`src/rtl/scoreboard_issue_ctrl_if.sv`:
```
// Valid/ready instruction stream between pipeline stages; master drives instr/valid, slave drives ready.
interface scoreboard_issue_ctrl_if;
  logic [31:0] instr;
  logic        valid;
  logic        ready;

  modport master (output instr, output valid, input ready);
  modport slave  (input instr, input valid, output ready);
endinterface

```
`src/rtl/scoreboard_issue_ctrl.sv`:
```
// In-order issue controller with a per-register pending-write scoreboard and one registered issue stage.
// Define SB_STALL_CNT_EN to build the saturating stall counter; otherwise stall_count is tied to zero.
module scoreboard_issue_ctrl #(
  parameter int ALU_LAT  = 0,
  parameter int LOAD_LAT = 1,
  parameter int CNT_W    = 3
) (
  input  logic                   clk,
  input  logic                   rst_n,
  scoreboard_issue_ctrl_if.slave  in_if,
  scoreboard_issue_ctrl_if.master out_if,
  input  logic                   flush,
  output logic                   stall,
  output logic [15:0]            stall_count
);
  localparam logic [CNT_W-1:0] ALU_CNT  = CNT_W'(ALU_LAT);
  localparam logic [CNT_W-1:0] LOAD_CNT = CNT_W'(LOAD_LAT);

  logic [CNT_W-1:0] cnt [32];
  logic [5:0]       opcode;
  logic [5:0]       funct;
  logic [4:0]       rs, rt, rd;
  logic [4:0]       src_a, src_b, dst;
  logic [CNT_W-1:0] lat;
  logic             hazard;
  logic             issue;
  logic             unused_bits;

  assign opcode      = in_if.instr[31:26];
  assign rs          = in_if.instr[25:21];
  assign rt          = in_if.instr[20:16];
  assign rd          = in_if.instr[15:11];
  assign funct       = in_if.instr[5:0];
  assign unused_bits = ^in_if.instr[10:6];

  // Unused operand slots decode to $0, which is never pending.
  always_comb begin
    src_a = '0;
    src_b = '0;
    dst   = '0;
    lat   = '0;
    case (opcode)
      6'b000000: begin
        if (funct == 6'b100000 || funct == 6'b100010) begin
          src_a = rs;
          src_b = rt;
          dst   = rd;
          lat   = ALU_CNT;
        end
      end
      6'b001000: begin
        src_a = rs;
        dst   = rt;
        lat   = ALU_CNT;
      end
      6'b100011: begin
        src_a = rs;
        dst   = rt;
        lat   = LOAD_CNT;
      end
      6'b101011, 6'b000100: begin
        src_a = rs;
        src_b = rt;
      end
      default: ;
    endcase
  end

  assign hazard = (src_a != '0 && cnt[src_a] != '0) ||
                  (src_b != '0 && cnt[src_b] != '0) ||
                  (dst   != '0 && cnt[dst]   != '0);

  assign in_if.ready = !hazard && (!out_if.valid || out_if.ready) && !flush;
  assign issue       = in_if.valid && in_if.ready;
  assign stall       = in_if.valid && hazard;

  always_ff @(posedge clk) begin
    if (!rst_n) begin
      out_if.valid <= 1'b0;
      out_if.instr <= '0;
    end else if (flush) begin
      out_if.valid <= 1'b0;
    end else if (issue) begin
      out_if.valid <= 1'b1;
      out_if.instr <= in_if.instr;
    end else if (out_if.ready) begin
      out_if.valid <= 1'b0;
    end
  end

  // Countdowns advance only when execute accepts; a fresh issue reloads its destination.
  always_ff @(posedge clk) begin
    if (!rst_n) begin
      for (int i = 0; i < 32; i++) cnt[i] <= '0;
    end else begin
      cnt[0] <= '0;
      for (int i = 1; i < 32; i++) begin
        if (issue && dst == 5'(i) && lat != '0)
          cnt[i] <= lat;
        else if (out_if.ready && cnt[i] != '0)
          cnt[i] <= cnt[i] - CNT_W'(1);
      end
    end
  end

`ifdef SB_STALL_CNT_EN
  logic [15:0] stall_cnt_q;

  always_ff @(posedge clk) begin
    if (!rst_n)
      stall_cnt_q <= '0;
    else if (stall && stall_cnt_q != 16'hFFFF)
      stall_cnt_q <= stall_cnt_q + 16'd1;
  end

  assign stall_count = stall_cnt_q;
`else
  assign stall_count = 16'h0000;
`endif

endmodule
```
`src/flat_wrapper.sv`:
```
// flat-port wrapper written by rule: the top's interface ports become plain ports
module scoreboard_issue_ctrl_flat 
#(
  parameter int ALU_LAT  = 0,
  parameter int LOAD_LAT = 1,
  parameter int CNT_W    = 3
)
  (clk, rst_n, flush, stall, stall_count, in_if_instr, in_if_valid, in_if_ready, out_if_instr, out_if_valid, out_if_ready);
  scoreboard_issue_ctrl_if in_if_i ();
  scoreboard_issue_ctrl_if out_if_i ();
  input  logic clk;
  input  logic rst_n;
  input  logic flush;
  output logic stall;
  output logic [15:0] stall_count;
  input wire logic [$bits(in_if_i.instr)-1:0] in_if_instr;
  input wire logic [$bits(in_if_i.valid)-1:0] in_if_valid;
  output wire logic [$bits(in_if_i.ready)-1:0] in_if_ready;
  output wire logic [$bits(out_if_i.instr)-1:0] out_if_instr;
  output wire logic [$bits(out_if_i.valid)-1:0] out_if_valid;
  input wire logic [$bits(out_if_i.ready)-1:0] out_if_ready;
  assign in_if_i.instr = in_if_instr;
  assign in_if_i.valid = in_if_valid;
  assign in_if_ready = in_if_i.ready;
  assign out_if_instr = out_if_i.instr;
  assign out_if_valid = out_if_i.valid;
  assign out_if_i.ready = out_if_ready;
  scoreboard_issue_ctrl #(.ALU_LAT(ALU_LAT), .LOAD_LAT(LOAD_LAT), .CNT_W(CNT_W)) u_core (.clk(clk), .rst_n(rst_n), .in_if(in_if_i), .out_if(out_if_i), .flush(flush), .stall(stall), .stall_count(stall_count));
endmodule
```
`config.mk`:
```
export PLATFORM = sky130hd
export DESIGN_NAME = scoreboard_issue_ctrl_flat
export DESIGN_NICKNAME = d
export VERILOG_FILES = /design/src/rtl/scoreboard_issue_ctrl_if.sv /design/src/rtl/scoreboard_issue_ctrl.sv /design/src/flat_wrapper.sv
export SDC_FILE = /design/constraint.sdc
export NUM_CORES = 1
export LEC_CHECK = 0
export ABC_CLOCK_PERIOD_IN_PS = 6600
export CAP_MARGIN = 20
export CORE_ASPECT_RATIO = 1.1
export CORE_MARGIN = 1.5
export CORE_UTILIZATION = 25
export CTS_CLUSTER_SIZE = 12
export DETAILED_ROUTE_END_ITERATION = 6
export HOLD_SLACK_MARGIN = 0.15
export PLACE_DENSITY = 0.44
export SLEW_MARGIN = 20
export SYNTH_ARGS = -nofsm -noshare
export SYNTH_HDL_FRONTEND = slang
export SYNTH_SLANG_ARGS = --single-unit
```
`constraint.sdc`:
```
create_clock -name clk -period 6.6 [get_ports clk]
set_input_delay 1.32 -clock clk [delete_from_list [all_inputs] [get_ports clk]]
set_output_delay 1.32 -clock clk [all_outputs]
set_load 0.02 [all_outputs]
```
# After elaboration in Yosys (flattened, before gate mapping)

Memories as Yosys holds them, arrays and structs flattened.
Cells that the tools add are included.

Flip-flop bits (word level): 33
Output and inout port bits: 51
Memories: 1
RAM bits: 96
Word-level logic and storage cells: 579

Memory list:

| memory     | depth | bits a word | rd ports | clocked after Yosys merged registers in | write ports | line                        | text |
|---|---|---|---|---|---|---|---|
| u_core.cnt | 32    | 3           | 34       | 0                                       | 32          | scoreboard_issue_ctrl.sv:19 | `logic [CNT_W-1:0] cnt [32];` |

$add $sub $neg: 31
Equal/unequal tests: 37
Mux-type cells: 291
Reductions and logical operators: 152
Bitwise logic cells: 65

Operator list:

| cell                                                                | count |
|---|---|
| 1-bit 2-to-1 mux                                                    | 222 |
| 3-bit 2-to-1 mux                                                    | 63 |
| 3-bit nonzero test                                                  | 35 |
| 1-bit logical AND                                                   | 100 |
| 3-bit by 1-bit subtractor with 3-bit output (second input constant) | 31 |
| 5-bit == test (second input constant)                               | 16 |
| 1-bit OR                                                            | 63 |
| 5-bit by 4-bit == test with 1-bit output (second input constant)    | 8 |
| 5-bit one-hot mux with 2 select lines                               | 3 |
| 6-bit == test (second input constant)                               | 4 |
| 5-bit by 3-bit == test with 1-bit output (second input constant)    | 4 |
| 5-bit 2-to-1 mux                                                    | 3 |
| 5-bit nonzero test                                                  | 3 |
| 5-bit by 2-bit == test with 1-bit output (second input constant)    | 2 |
| 6-bit by 3-bit == test with 1-bit output (second input constant)    | 1 |
| 6-bit by 4-bit == test with 1-bit output (second input constant)    | 1 |
| 6-bit zero test                                                     | 1 |
| 2-bit OR reduction                                                  | 3 |
| 5-bit by 1-bit == test with 1-bit output (second input constant)    | 1 |
| 1-bit logical OR                                                    | 4 |
| 4-bit OR reduction                                                  | 1 |
| 1-bit zero test                                                     | 3 |
| 1-bit inverter                                                      | 2 |
| 2-bit AND reduction                                                 | 1 |
| 2-bit nonzero test                                                  | 1 |

# Longest topological paths before layout

Gate-level depths: netlist of run 1.
An unclocked memory read counts as a cell.

Depth after elaboration: 20
Depth in mapped cells: 15

# Worst setup path before layout of run 1

Ideal clock, no wire load.

Kind: input port to output port
Start point: input port in_if_instr[29]
End point: output port in_if_ready
Setup slack: 1100 ps
Data arrival time: 4180 ps
Required time: 5280 ps
Stages on the path: 13
Buffers on the path: 4
Cell sequence: buf_2 or3_4 or4_1 buf_2 nand2_4 buf_6 a2111oi_2 a2111oi_4 nand4_2 nand2_2 clkbuf_1 nand3_1 nor3_1

Word-level cells in the longest chain between the ends: 11
Elaborated cells between the ends (all ways): 26
Classes of those cells: eq/ne (4); mux (3); reduce/logical (18); memory (1)

RTL lines:

| what                                                                      | line                                                     | text |
|---|---|---|
| from (decl)                                                               | flat_wrapper.sv:16                                       | `input wire logic [$bits(in_if_i.instr)-1:0] in_if_instr;` |
| 6-bit == test, or another cell as far along                               | scoreboard_issue_ctrl.sv:42                              | `case (opcode)` |
| 4-bit OR reduction (no line) / 2-bit OR reduction (equally long branches) | n/a                                                      |  |
| 5-bit one-hot mux with 2 select lines                                     | scoreboard_issue_ctrl.sv:42                              |  |
| memory read 32 x 3 bit                                                    | n/a                                                      |  |
| 3-bit nonzero test, on equally long branches                              | scoreboard_issue_ctrl.sv:69, scoreboard_issue_ctrl.sv:70 |  |
| 1-bit logical AND, on equally long branches                               | scoreboard_issue_ctrl.sv:69, scoreboard_issue_ctrl.sv:70 |  |
| 1-bit logical OR                                                          | scoreboard_issue_ctrl.sv:69                              | `assign hazard = (src_a != '0 && cnt[src_a] != '0) \|\|` |
| 1-bit logical OR (*)                                                      | scoreboard_issue_ctrl.sv:70                              | `(src_b != '0 && cnt[src_b] != '0) \|\|` |
| 1-bit zero test (*)                                                       | scoreboard_issue_ctrl.sv:73                              | `assign in_if.ready = !hazard && (!out_if.valid \|\| out_if.ready) && !flush;` |
| 1-bit logical AND (*) (2 in a row)                                        | scoreboard_issue_ctrl.sv:73                              |  |
| to (decl)                                                                 | flat_wrapper.sv:18                                       | `output wire logic [$bits(in_if_i.ready)-1:0] in_if_ready;` |

Mark *: on every way between the ends. The rest lies on a longest branch, timed or not.

# Final worst setup path of run 1

Start point: input port in_if_instr[26]
End point: output port in_if_ready

Same word-level chain as after synthesis.

==> results of run 1 <==
-- per-layer routing --
metal | routed length [µm] | vias up | track usage [%]
li1 | - | 4140 | -
met1 | 15100 | 4136 | 22.6
met2 | 15200 | 253 | 27.0
met3 | 1800 | 47 | 3.16
met4 | 931 | 0 | 6.10
met5 | 0 | - | 0
-- layout by cell type (no fill, tap or decap), types with 21 or more instances in the layout --
master,count
a21oi_1,37
a31oi_1,29
buf_4,49
clkdlybuf4s50_1,70
dfxtp_1,33
edfxtp_1,93
ha_1,62
inv_1,98
mux2i_1,37
nand2_1,101
nand3_1,27
nand4_1,21
nor2_1,70
nor3_1,31
nor4_1,36
o21ai_0,40
or3_1,26
-- worst max path at each step --
stage / start / end / slack [ns] / depth (start not counted)
after floorplan: in_if_instr[29] / in_if_ready / 1.10 / 13
after detailed placement: in_if_instr[26] / in_if_ready / 0.10 / 11
after global placement: in_if_instr[26] / in_if_ready / 0.12 / 11
final: in_if_instr[26] / in_if_ready / 0.20 / 11
after global routing: in_if_instr[26] / in_if_ready / 0.04 / 11
after CTS: in_if_instr[29] / in_if_ready / 0.08 / 12
-- kinds of logic after synthesis --
| kind of cell | count (synthesis) |
|---|---|
| AOI/OAI and AO/OA | 249 |
| and+or+nand+nor | 392 |
| DFF | 126 |
| adders and majority gates | 62 |
| muxes | 42 |
| buffers and inverters | 193 |
| other | 1 |
-- worst max-delay path: cells and delay by family --
kind,cells,cell delay (ns)
buffers and inverters,2,1.16
AO/OA/AOI/OAI,4,0.80
AND/OR/NAND/NOR,5,1.80
-- registers in the layout, indices dropped and copies added (netlist names) --
name / cells
u_core.out_if.valid: 1
u_core.cnt: 93
u_core.out_if.instr: 32
-- metrics by stage --
stage	instances	setup WS (ns)
after floorplan	1080	1.10
after global placement	1602	0.119
after detailed placement	1602	0.103
after CTS	1634	0.0766
after global routing	1636	0.0432
final	1636	0.197
-- power breakdown --
part | internal (mW) | switching, mW
combinational | 0.227 | 0.355
sequential | 0.954 | 0.0643
clock | 0.588 | 0.399
total | 1.77 | 0.818
-- area by class of cell --
cell class	count	area share (%)
Timing Repair Buffer	122	9.86
Multi-Input combinational cell	761	45.9
Inverter	101	3.31
Clock inverter	11	0.896
Clock buffer	21	4.41
Tap cell	494	5.40
Sequential cell	126	30.2
-- repair_timing --
item,in CTS,in global routing
buffers inserted,0,2
endpoints found under the setup margin,0,2
resized for setup,0,4
==> flow_summary.yaml, run 1 <==
power:
  ir_worst_vdd_mv: 0.173
  power_density_nw_per_um2: 226
  power.total_mw: 2.59
  power.leakage_nw: 4.14
drt:
  drt-initial-drc-count: 657
  via_count: 8576
  detail_route.first_pass.iterations: 7
  final_antenna_net_count: 0
  detail_route.vias_per_cell: 5.24
  wl_per_cell_um: 20.2
  totalWireLength_um: 33100
  drc: 0
final_layout:
  antennaDiodeCount: 0
  final_design_area_no_fill_um2: 11400
  utilization_pct: 30.7
  final-seq-area_um2: 3450
  nets: 1228
  final.fill_count: 3938
  multi_input_comb_area_um2: 5260
  areaGrowthSynthToFinish_pct: 20.5
  post_route_cells_drive_above_1_share_pct: 12.6
critical_path:
  crit-reg2reg-launch: "u_core.cnt[6][0]"
  worstPathRequired_ns: 5.28
  worst_ep_arrival_time_ns: 5.08
  crit_path_cell_trace: "clkdlybuf4s50_1 -> or3_4 -> or4_4 -> nand2_4 -> o211ai_1 -> a21oi_1 -> a2111oi_2 -> a2111oi_4 -> nand3_1 -> nor3_1 -> clkdlybuf4s50_1"
  crit-reg2reg-capture: "u_core.out_if.instr[21]"
  r2r_slack_ns: 2.65
  crit_fanout: 16
  crit_path_end_kind: "output port"
  critical_path_class: "in -> out"
  worstRegToRegCells: 11
  cp_slowest_cell: "or4_4"
  startpoint_type: "primary input"
  max_stage_delay_ns: 0.63
  path_common_cell: "clkdlybuf4s50_1"
grt:
  pin_count_of_the_biggest_net_entering_global_routing: 68
  grt_overflow: 0
  antenna_found_initial: 0
  vias_in_the_first_global_route: 8328
  globalRouteTotalUtil_pct: 16.9
  grt_pass1_wl_um: 50800
floorplanning:
  floorplan.core_area_um2: 37300
  dieHeight_um: 207
  row_count: 74
  num_io_pins: 88
  die-width_um: 189
  fp.dieArea_um2: 39200
  start_util_pct: 25.5
logic_synthesis:
  synth_top_area_share_pct: 29.4
  synthesized_area_divided_by_synthesized_cell_count_um2: 8.92
  synth.yosys.seq_area_share_pct: 36.4
  synth_cells: 1065
  synth_mux_area_share_pct: 4.97
  synth-seq-cells: 126
  async_flop_share_pct: 0
  synth_fa_ha_area_share_pct: 8.17
  post_synthesis_share_of_cell_area_spent_on_and_or_nand_and_nor_gates_pct: 21.6
  yosysUniqueCellTypes: 84
  synth_flop_cell: "edfxtp_1"
  largest_family_of_logic_cells_by_synthesized_area: "simple AND/OR/NAND/NOR gates"
  synthTopCellsByArea: "edfxtp_1 (29%), ha_1 (8.2%), dfxtp_1 (7.0%)"
  synth_compound_area_share_pct: 19.5
  synth.most_common_cell: "nand2_1"
  synth-edff-count: 93
  ys_warn_count: 0
  cell_area_after_synthesis_um2: 9500
  post_synth_most_frequent_cells: "nand2_1 (102), inv_1 (98), edfxtp_1 (93)"
  xor_xnor_fraction_of_synth_area_pct: 0
  yosysTopAreaCell: "edfxtp_1"
placed_design:
  numPortBuffers: 71
  post_place_instance_area_um2: 10800
  place_congestion: 0.906
  post-dp-hpwl_um: 24600
job:
  cap_viol_max_count: 0
sta:
  fin_crit_sh_pct: 97.0
  setup_repair_after_global_routing_missed_its_margin: "no"
  clock.fmax_mhz: 156
  worst_hold_slack_ns: 0.452
  finalHoldViolations: 0
  count_of_final_setup_violators: 0
  slew_viol_final: 0
  fin_worst_skew_ns: 0.0149
  fin_crit_ns: 6.40
  worst_slew_margin_relative_to_its_limit_pct: 30.5
  timing_worst_slew_pin_value_ns: 1.04
  tns_ns: 0
run_status:
  run_status: "complete, no violations"
clock_tree:
  cts_htree_levels: 4
  clock-sinks: 126
  cts.clk_slew.worst_paths_ns: 0.06
  cts_hold_repair.buffers: 0
  max-clock-path-buffers: 2
  worst_skew_pair.late_latency_ns: 0.44
  cts-buffers-inserted: 17
  tritoncts: "done"
  cts_root_buf: "clkbuf_16"
min_path:
  hold-path-cell-count: 2
  worst_hold_path.endpoint: "u_core.out_if.instr[10]"
  timing.hold.worst.class: "reg -> reg"
  holdCritStartpoint: "u_core.out_if.instr[10]"
(Power assumes the default switching activity.)
==> run 2, diff against run 1 <==
--- a/config.mk
+++ b/config.mk
@@ -13,7 +13,7 @@
 export CTS_CLUSTER_SIZE = 12
 export DETAILED_ROUTE_END_ITERATION = 6
 export HOLD_SLACK_MARGIN = 0.15
-export PLACE_DENSITY = 0.44
+export PLACE_DENSITY_LB_ADDON = 0.05
 export SLEW_MARGIN = 20
 export SYNTH_ARGS = -nofsm -noshare
 export SYNTH_HDL_FRONTEND = slang
==> run 2 against run 1 <==
Effect of this change:
- fmax is 1.1% higher
- die area stayed put
- non-clock buffer count is 10 higher
- total power is 0.41% lower
- clock power is 2.6% lower
- register-to-register slack better by 0.04 ns
- design area is 0.21% higher
- utilization is 0.064 points higher
- flip-flop and latch count stayed put
- hold slack better by 0.0015 ns
- critical path depth is 1 higher
==> flow_summary.yaml, run 2 (same netlist as run 1, synthesis figures left out) <==
sta:
  tns_ns: 0
  worst_slew_margin_relative_to_its_limit_pct: 29.5
  clock.fmax_mhz: 158
  setup_repair_after_global_routing_missed_its_margin: "no"
  fin_crit_ns: 6.34
  count_of_final_setup_violators: 0
  fin_worst_skew_ns: 0.00975
  slew_viol_final: 0
  timing_worst_slew_pin_value_ns: 1.06
  fin_crit_sh_pct: 96.0
  finalHoldViolations: 0
grt:
  grt_pass1_wl_um: 55500
  vias_in_the_first_global_route: 8703
  globalRouteTotalUtil_pct: 18.8
  pin_count_of_the_biggest_net_entering_global_routing: 75
  grt_overflow: 0
  antenna_found_initial: 0
power:
  power.leakage_nw: 4.17
  power_density_nw_per_um2: 225
  ir_worst_vdd_mv: 0.181
drt:
  final_antenna_net_count: 0
  wl_per_cell_um: 22.1
  drt-initial-drc-count: 684
  detail_route.vias_per_cell: 5.24
  totalWireLength_um: 36300
  drc: 0
  via_count: 8620
  detail_route.first_pass.iterations: 5
floorplanning:
  fp.dieArea_um2: 39200
  dieHeight_um: 207
  floorplan.core_area_um2: 37300
  die-width_um: 189
  num_io_pins: 88
  start_util_pct: 25.5
  row_count: 74
final_layout:
  post_route_cells_drive_above_1_share_pct: 12.7
  final-seq-area_um2: 3450
  areaGrowthSynthToFinish_pct: 20.8
  largest_register: "u_core.cnt"
  nets: 1238
  biggestRegsByFlops: "u_core.cnt x93, u_core.out_if.instr x32, u_core.out_if.valid x1"
  final.fill_count: 3982
  mostFrequentLayoutCells: "nand2_1 (101), inv_1 (98), edfxtp_1 (93)"
  multi_input_comb_area_um2: 5240
  stdcell_count: 1646
  layout_commonest_cell: "nand2_1"
  largest_register_ffs: 93
  antennaDiodeCount: 0
clock_tree:
  tritoncts: "done"
  cts_root_buf: "clkbuf_16"
  worst_skew_pair.late_latency_ns: 0.45
  cts-buffers-inserted: 17
  cts_htree_levels: 4
  cts.clk_slew.worst_paths_ns: 0.06
  max-clock-path-buffers: 2
  clock-sinks: 126
critical_path:
  crit_fanout: 9
  worst_ep_arrival_time_ns: 5.02
  critical_path_class: "in -> out"
  crit_path_end_kind: "output port"
  worstPathRequired_ns: 5.28
  startpoint_type: "primary input"
job:
  cap_viol_max_count: 0
min_path:
  timing.hold.worst.class: "reg -> reg"
run_status:
  run_status: "complete, no violations"
placed_design:
  numPortBuffers: 71
  place_congestion: 0.869
  dp_cells: 1612
  post-dp-hpwl_um: 27100
run 2: changes by cell type in the layout (fill, tap and decap cells not counted), moves of 2 or more:
cell      before  now
buf_4         49   60
clkbuf_1       1    6
clkbuf_8       0    2
clkinv_4       4    0
run 2: area by class of cell:
cell class | count | share of cell area (%)
timing repair buffer | 132 | 10.4
multi-input combinational | 761 | 45.7
sequential | 126 | 30.1
clock buffer | 29 | 5.02
tap | 494 | 5.39
clock inverter | 3 | 0.131
inverter | 101 | 3.31
run 2: through the flow:
step	setup WS, ns	instance area [µm²]	hold WS [ns]	util [%]	power [mW]
after floorplan	1.10	9550	0.533	-	1.41
after global placement	0.177	10900	0.443	29.1	1.64
after detailed placement	0.165	10900	0.449	29.1	1.64
after CTS	0.130	11400	0.458	30.7	2.62
after global routing	0.0220	11500	0.470	30.7	2.72
final	0.264	11500	0.454	30.7	2.58
run 2: worst paths after layout:
kind                            slack, ns               startpoint  cells past startpoint                 endpoint
worst max-delay path                 0.26          in_if_instr[27]                     12              in_if_ready
worst min-delay path                 0.45  u_core.out_if.instr[31]                      2  u_core.out_if.instr[31]
worst max register to register       2.69        u_core.cnt[21][2]                     11         u_core.cnt[1][1]
worst min register to register       0.45  u_core.out_if.instr[31]                      2  u_core.out_if.instr[31]
run 2: repair_timing:
| action | CTS | global route |
|---|---|---|
| endpoints found under the setup margin | 0 | 2 |
| hold buffers | 0 | 0 |
| buffers inserted | 0 | 2 |
| gates resized for setup | 0 | 1 |
run 2: metal layers:
layer | global-route usage [%] | routed length, µm | vias to the layer above
met5 | 0 | 0 | -
met4 | 5.80 | 682 | 0
met3 | 3.26 | 1750 | 40
met2 | 31.3 | 17400 | 229
met1 | 24.8 | 16500 | 4199
li1 | - | - | 4152
run 2: worst max-delay path, cell delays in order:
cell and delay, ns:
clkdlybuf4s50_1 0.53, or4b_4 0.63, a211oi_4 0.33, or2_1 0.30
buf_4 0.23, nor2_1 0.09, a2111oi_4 0.36, nand4_2 0.14
nand2_2 0.11, nand3_1 0.17, nor3_1 0.18, clkdlybuf4s50_1 0.63
run 2: report_power, final:
part | switching [mW] | internal [mW] | leakage, nW
registers | 0.0655 | 0.954 | 1.27
clock network | 0.372 | 0.589 | 0.292
logic | 0.364 | 0.231 | 2.61
total | 0.802 | 1.77 | 4.17
==> run 3, diff against run 2 <==
--- a/config.mk
+++ b/config.mk
@@ -13,7 +13,8 @@
 export CTS_CLUSTER_SIZE = 12
 export DETAILED_ROUTE_END_ITERATION = 6
 export HOLD_SLACK_MARGIN = 0.15
-export PLACE_DENSITY_LB_ADDON = 0.05
+export PLACE_DENSITY = 0.51
+export SKIP_LAST_GASP = 1
 export SLEW_MARGIN = 20
 export SYNTH_ARGS = -nofsm -noshare
 export SYNTH_HDL_FRONTEND = slang
==> run 3 against run 2 <==
Effect of this change:
- hold slack better by 0.0016 ns
- clock skew is 0.0057 ns higher
- critical path depth stayed put
- clock power is 11% higher
- sequential power hardly changed
- wire length is 11% lower
- fmax is 0.89% lower
- count of clock-buffer cells in the layout is 5 lower
- sequential share of layout area hardly changed
- register-to-register slack hardly changed
- critical endpoint is now stall
- highest routed layer unchanged
==> flow_summary.yaml, run 3 (same netlist as run 1, synthesis figures left out) <==
sta:
  fin_worst_skew_ns: 0.0154
  tns_ns: 0
  slew_viol_final: 0
  clock.fmax_mhz: 156
  timing_worst_slew_pin_value_ns: 0.846
  worst_hold_slack_ns: 0.455
  fin_crit_sh_pct: 96.9
  finalHoldViolations: 0
  worst_slew_margin_relative_to_its_limit_pct: 43.1
  count_of_final_setup_violators: 0
  fin_crit_ns: 6.39
  setup_repair_after_global_routing_missed_its_margin: "no"
drt:
  drt-initial-drc-count: 735
  drc: 0
  highest-signal-layer: "met4"
  detail_route.vias_per_cell: 5.38
  routed-wl-met2_um: 14600
  met3_wirelength_um: 2090
  wl_met1_um: 14900
  final_antenna_net_count: 0
  wl_per_cell_um: 19.8
  detail_route.first_pass.iterations: 5
  totalWireLength_um: 32400
  via_count: 8804
critical_path:
  crit_fanout: 8
  crit-reg2reg-launch: "u_core.cnt[7][1]"
  critical_path_class: "in -> out"
  worstPathRequired_ns: 5.28
  crit_path_end_kind: "output port"
  worst_ep_arrival_time_ns: 5.07
  r2r_slack_ns: 2.69
  startpoint_type: "primary input"
  startpoint: "in_if_instr[26]"
floorplanning:
  dieHeight_um: 207
  row_count: 74
  start_util_pct: 25.5
  floorplan.core_area_um2: 37300
  die-width_um: 189
  num_io_pins: 88
  fp.dieArea_um2: 39200
final_layout:
  utilization_pct: 30.7
  post_route_cells_drive_above_1_share_pct: 12.4
  biggestRegsByFlops: "u_core.cnt x93, u_core.out_if.instr x32, u_core.out_if.valid x1"
  largest_register: "u_core.cnt"
  layout_commonest_cell: "nand2_1"
  areaGrowthSynthToFinish_pct: 20.7
  nets: 1227
  largest_register_ffs: 93
  antennaDiodeCount: 0
  final.fill_count: 3897
  mostFrequentLayoutCells: "nand2_1 (101), inv_1 (98), edfxtp_1 (93)"
power:
  power.leakage_nw: 4.16
  share_seq_of_total_power_pct: 38.1
  power.total_mw: 2.67
  p_sw_mw: 0.815
  intPower_mw: 1.85
  power_density_nw_per_um2: 233
  combPwrFrac_pct: 21.7
  power.share.clock_pct: 40.2
  power.share.switching_pct: 30.5
  ir_worst_vdd_mv: 0.171
job:
  cap_viol_max_count: 0
clock_tree:
  cts_root_buf: "clkbuf_16"
  cts_repair_resize_count: 0
  max-clock-path-buffers: 2
  cts-buffers-inserted: 17
  worst_skew_pair.late_latency_ns: 0.44
  clock-sinks: 126
  cts_htree_levels: 4
  tritoncts: "done"
  cts.clk_slew.worst_paths_ns: 0.06
  cts_hold_repair.buffers: 0
  cts_setup_buffers: 0
min_path:
  holdCritStartpoint: "u_core.out_if.instr[1]"
  timing.hold.worst.class: "reg -> reg"
grt:
  grt_overflow: 0
  globalRouteTotalUtil_pct: 16.6
  vias_in_the_first_global_route: 8464
  grt_pass1_wl_um: 50100
  antenna_found_initial: 0
  pin_count_of_the_biggest_net_entering_global_routing: 76
placed_design:
  place_congestion: 0.909
  post-dp-hpwl_um: 23600
  numPortBuffers: 71
run_status:
  run_status: "complete, no violations"
[run 3: changes by cell type in the layout (fill, tap and decap cells not counted), sizes merged]
cell / before / now
buf: 62 / 51
bufinv: 0 / 2
clkbuf: 29 / 24
clkinv: 6 / 7
inv: 98 / 100
[run 3: worst paths after layout]
path | to | cells after the start
setup / recovery | stall | 12
hold / removal | u_core.out_if.instr[1] | 2
setup reg to reg | u_core.out_if.instr[5] | 11
hold reg to reg | u_core.out_if.instr[1] | 2
[run 3: layout make-up]
class	count	area [µm²]	share of cell area (%)
Timing Repair Buffer	121	1100	9.56
Tap cell	494	618	5.39
Sequential cell	126	3450	30.1
Clock buffer	24	558	4.87
Inverter	101	379	3.31
Clock inverter	8	110	0.960
Multi-Input combinational cell	761	5250	45.8
[run 3: worst max-delay path, cell delays in order]
cell and delay, ns:
clkdlybuf4s50_1 0.56, or4b_4 0.66, a211oi_2 0.37, buf_4 0.21, o21ai_0 0.13, o211ai_1 0.13, a21oi_1 0.11, a2111oi_2 0.51
a2111oi_4 0.09, nand3_1 0.22, and2_1 0.16, clkdlybuf4s50_1 0.60
[run 3: power by group through the flow]
stage | combinational (mW) | sequential (mW) | clock (mW)
2_1_floorplan | 0.383 | 1.02 | 0
3_3_place_gp | 0.570 | 1.03 | 0
3_5_place_dp | 0.574 | 1.03 | 0
4_1_cts | 0.577 | 1.02 | 1.09
5_1_grt | 0.645 | 1.03 | 1.13
6_report | 0.579 | 1.02 | 1.07
[run 3: per-stage QoR]
| step | setup WS, ns | std cells | cell area (µm²) |
|---|---|---|---|
| 2_1_floorplan | 1.10 | 1080 | 9550 |
| 3_3_place_gp | 0.174 | 1603 | 10800 |
| 3_5_place_dp | 0.131 | 1603 | 10800 |
| 4_1_cts | 0.0998 | 1635 | 11400 |
| 5_1_grt | 0.0136 | 1635 | 11500 |
| 6_report | 0.207 | 1635 | 11500 |
[run 3: per-layer routing]
| layer | up-vias | global-route usage [%] |
|---|---|---|
| met4 | 0 | 5.80 |
| met5 | - | 0 |
| met1 | 4230 | 22.9 |
| met3 | 61 | 3.08 |
| li1 | 4130 | - |
| met2 | 383 | 25.8 |
==> RTL change 1, RTL diff (flow settings as in run 1) <==
`CNT_W` is set to 3 in 2 places; all go to 4.
--- a/src/rtl/scoreboard_issue_ctrl.sv
+++ b/src/rtl/scoreboard_issue_ctrl.sv
@@ -3,7 +3,7 @@
 module scoreboard_issue_ctrl #(
   parameter int ALU_LAT  = 0,
   parameter int LOAD_LAT = 1,
-  parameter int CNT_W    = 3
+  parameter int CNT_W    = 4
 ) (
   input  logic                   clk,
   input  logic                   rst_n,
--- a/src/flat_wrapper.sv
+++ b/src/flat_wrapper.sv
@@ -3,7 +3,7 @@
 #(
   parameter int ALU_LAT  = 0,
   parameter int LOAD_LAT = 1,
-  parameter int CNT_W    = 3
+  parameter int CNT_W    = 4
 )
   (clk, rst_n, flush, stall, stall_count, in_if_instr, in_if_valid, in_if_ready, out_if_instr, out_if_valid, out_if_ready);
   scoreboard_issue_ctrl_if in_if_i ();
Check against the original RTL: not settled (the Yosys comparison gave no result); the edit may change what the design does.
==> RTL change 1 against run 1 <==
- routed wire length up 7.8%
- critical path type unchanged
- final area is 12% higher
- synthesized area up 12%
- total power up 14%
- clock skew up 0.0041 ns
- sequential power up 27%
- setup slack lost 0.0018 ns
- sequential cell count grew 31
==> RTL change 1: results (changes against run 1) <==
The flow ran to the end, and the final reports show no timing, DRC or antenna violations. The maximum vdd drop is 0.000117 V (-33%). The largest individual stage delay along the critical path comes from the cell sky130_fd_sc_hd__clkdlybuf4s50_1. The maximum level of the CTS H-tree was 4 (unchanged); the post-synthesis share of cell area spent on xor and xnor gates was 0.0190 (+0.0190). The run gives 26.6 mm (+8.2%) as the HPWL after detailed placement. The adder and majority gate portion of the synthesized area was 0.0365 (-0.0452); the post-synthesis compound-gate area fraction was 0.181 (-0.0137). The number of detailed-routing iterations run before antenna repair is 5 (-2), and the number of global-route vias before repair is 9092 (+9.2%).

For the worst clock skew, the log shows 0.0190 ns (+0.00410 ns). For the worst slack at placement, the log shows 0.0947 ns (-0.00810 ns). The maximum number of pins on one net before global-route repair was 69 (+1.5%). The run gives 0.0122 sq mm (+13%) as the cell area reported after detailed placement.

The most frequently used flop master after synthesis is sky130_fd_sc_hd__edfxtp_1. The run gives 0.167 (-0.00212) as the overall fraction of global-route tracks in use. The logs give 4473 (+14%) for the count of filler cells inserted in the layout and 54.7 mm (+7.7%) for the first-pass GRT wire length.

The switching portion of total power is 0.314 (-0.00251), and the global placement routability congestion is 0.891 (-1.7%). The commonest cells after synthesis are sky130_fd_sc_hd__nand2_1, sky130_fd_sc_hd__nor2_1, sky130_fd_sc_hd__edfxtp_1. The count of synthesis-stage warnings from yosys is 0 (unchanged). In the final layout, the registers with the most flip-flops are u_core.cnt: 124 flops, u_core.out_if.instr: 32 flops, u_core.out_if.valid: 1 flops. The largest fanout on the critical path is 7 (-9), and the routed length per instance is 19.2 um (-5.1%). The number of nets in the layout was 1348 (+9.8%); the area share of the largest cell type after synthesis was 0.351 (+0.0565).

The run gives 0.458 ns (+0.00534 ns) as the worst hold slack across all endpoints. Layout cell share with drive strength beyond 1: 0.0974 (-0.0286). The logs give 769 (+17%) for the number of violations reported at the end of detailed-routing iteration 0 and 0.413 (+0.0491) for the post-synthesis sequential area ratio. By area the synthesized netlist is led by sky130_fd_sc_hd__edfxtp_1, sky130_fd_sc_hd__nand2_1, sky130_fd_sc_hd__dfxtp_1. Peak per-stage delay on the critical path: 0.60 ns (-0.03 ns). For the count of cell types in the netlist, the log shows 82 (-2.4%). The leakage power summed over all cells is 0.00462 uW (+12%), and the transition time of the tightest slew-check pin is 1.06 ns (+0.0124 ns). The share of synthesized area spent on multiplexers came out at 0.0575 (+0.00782).

The fmax was 156 MHz (about the same). For the via count, the log shows 9383 (+9.4%). Register-to-register path setup slack: 2.20 ns (-0.45 ns). The worst-case clock buffer depth came out at 2 (unchanged).
[RTL change 1: repair_timing]
item                       CTS  global route
resized for setup            0             6
buffers inserted             0             1
setup endpoints to repair    0             2
[RTL change 1: cell families after synthesis]
group,count (synthesis)
AO/OA/AOI/OAI,256
XOR/XNOR,23
adder cells (fa/ha/maj),31
buffers and inverters,145
flip-flops,157
multiplexers,57
other,1
AND/OR/NAND/NOR,513
[RTL change 1: path summary, 6_finish.rpt]
check,startpoint,endpoint,depth (start not counted)
setup / recovery,in_if_instr[26],stall,14
hold / removal,u_core.out_if.instr[4]$_SDFFE_PN0P_,u_core.out_if.instr[4]$_SDFFE_PN0P_,2
setup reg to reg,u_core.cnt[25][2]$_SDFFCE_PN0P_,u_core.cnt[8][3]$_SDFFCE_PN0P_,10
hold reg to reg,u_core.out_if.instr[4]$_SDFFE_PN0P_,u_core.out_if.instr[4]$_SDFFE_PN0P_,2
[RTL change 1: power by group through the flow]
stage / combinational (uW) / sequential, uW / clock (uW)
2_1_floorplan: 418 / 1300 / 0
3_3_place_gp: 640 / 1320 / 0
3_5_place_dp: 639 / 1320 / 0
4_1_cts: 644 / 1300 / 1030
5_1_grt: 709 / 1310 / 1070
6_report: 640 / 1300 / 1000
[RTL change 1: through the flow]
stage / util / total power, uW / cells
floorplan: - / 1720 / 1198
global placement: 0.290 / 1960 / 1827
detailed placement: 0.290 / 1960 / 1827
CTS: 0.304 / 2970 / 1859
global route: 0.305 / 3090 / 1860
finish: 0.305 / 2940 / 1860
[RTL change 1: layer usage]
metal / vias to the layer above / routed length, um / GRT usage
met5: - / 0 / 0
met4: 0 / 720 / 0.0484
met3: 45 / 1680 / 0.0235
met2: 255 / 17300 / 0.284
met1: 4510 / 16000 / 0.217
li1: 4573 / - / -
[RTL change 1: final cells by class]
| class | count | area share |
|---|---|---|
| Sequential cell | 157 | 0.342 |
| Inverter | 68 | 0.0199 |
| Clock inverter | 9 | 0.00537 |
| Tap cell | 567 | 0.0553 |
| Timing Repair Buffer | 140 | 0.0982 |
| Multi-Input combinational cell | 896 | 0.439 |
| Clock buffer | 23 | 0.0405 |
[RTL change 1: worst min-delay path, stage by stage, from the launching register on]
cell and delay (ns):
sky130_fd_sc_hd__dfxtp_1 0.31, sky130_fd_sc_hd__nand2_1 0.05, sky130_fd_sc_hd__mux2i_1 0.05
==> RTL change 2, RTL diff (flow settings as in run 1) <==
Without the edit above. Build with the macro `SB_STALL_CNT_EN` defined.
--- a/src/rtl/scoreboard_issue_ctrl.sv
+++ b/src/rtl/scoreboard_issue_ctrl.sv
@@ -1,5 +1,7 @@
 // In-order issue controller with a per-register pending-write scoreboard and one registered issue stage.
 // Define SB_STALL_CNT_EN to build the saturating stall counter; otherwise stall_count is tied to zero.
+`define SB_STALL_CNT_EN
+
 module scoreboard_issue_ctrl #(
   parameter int ALU_LAT  = 0,
   parameter int LOAD_LAT = 1,
Function: changed (a bounded check fails within 4 cycles, from zero or initial values and one cycle with rst_n low).
==> RTL change 2 against run 1 <==
- routed wire length increased by 3.5%
- total power down 1.3%
- setup slack worse by 0.028 ns
- final area is 1.3% higher
- critical path type unchanged
- synthesized area did not move
- sequential cell count grew 16
- clock power down 4.4%
- highest routed layer unchanged
==> RTL change 2: results (changes against run 1) <==
The run finished with clean final reports. The run gives 0.0110 sq mm (+2.3%) as the cell area reported after detailed placement. The adder and majority gate portion of the synthesized area came out at 0.0830 (+0.00132). The capture instance of the worst register-to-register path was u_core.cnt[7][0]$_SDFFCE_PN0P_.

The routed wire length was 34.3 mm (+3.5%). The path with the worst hold slack has its endpoint at u_core.out_if.instr[3]$_SDFFE_PN0P_. The worst hold slack across all endpoints was 0.457 ns (+0.00475 ns). The tools report the number of nets in the layout as 1271 (+3.5%). The post-synthesis average cell area was 8.71 sq um (-2.3%); the via-per-instance ratio was 5.13 (-2.1%).

The number of violations reported at the end of detailed-routing iteration 0 came out at 636 (-3.2%). The worst reg-to-reg path cell count works out to 12 (+1). The post-synthesis share of cell area spent on xor and xnor gates was 0.000922 (+0.000922); the HPWL after detailed placement was 25.5 mm (+3.7%). Global placement routability congestion: 0.918 (+1.2%).

Sorting the synthesized cells by area gives the leading types as sky130_fd_sc_hd__edfxtp_1, sky130_fd_sc_hd__dfxtp_1, sky130_fd_sc_hd__ha_1. The tools report the count of filler cells inserted in the layout as 3909 (-0.74%). The register-to-register path setup slack was 2.50 ns (-0.15 ns); the post-synthesis compound-gate area fraction was 0.202 (+0.00725).

The number of global-route vias before repair came out at 8596 (+3.2%). The internal power was 1730 uW (-2.0%); the clock network power share was 0.370 (-0.011). The tools report the hold path startpoint as u_core.out_if.instr[3]$_SDFFE_PN0P_. For the maximum vdd drop, the log shows 0.000126 V (-27%). The switching portion of total power is 0.321 (+0.00504). The data arrival time of the critical path is 5.11 ns (+0.03 ns). The peak per-stage delay on the critical path works out to 0.61 ns (-0.02 ns). The worst clock skew came out at 0.0147 ns (-0.000227 ns). The post-synthesis sequential area ratio was 0.397 (+0.0337). Overall fraction of global-route tracks in use: 0.177 (+0.00877). The count of cell types in the netlist was 71 (-15%).

The tools report the worst slack at placement as 0.168 ns (+0.0647 ns).
RTL change 2: timing repair:
action,in CTS,in global routing
endpoints found under the hold margin,0,0
gates resized for setup,0,3
endpoints found under the setup margin,0,2
RTL change 2: final cells by class:
| class | instances | area, sq um | area share |
|---|---|---|---|
| inverter | 123 | 462 | 0.0398 |
| sequential | 142 | 3770 | 0.325 |
| multi-input combinational | 759 | 4980 | 0.429 |
| clock inverter | 15 | 125 | 0.0108 |
| timing repair buffer | 128 | 1220 | 0.105 |
| clock buffer | 17 | 425 | 0.0367 |
| tap | 494 | 618 | 0.0533 |
RTL change 2: routing by layer:
metal / part of all wire / up-vias / track usage
li1: - / 4131 / -
met1: 0.44 / 4182 / 0.223
met2: 0.48 / 244 / 0.298
met3: 0.049 / 57 / 0.0350
met4: 0.032 / 0 / 0.0684
met5: 0 / - / 0
RTL change 2: worst min-delay path: cells and delay by family, from the launching register on:
kind,cells,cell delay (ns)
and+or+nand+nor,1,0.05
DFF,1,0.31
AOI/OAI and AO/OA,1,0.06
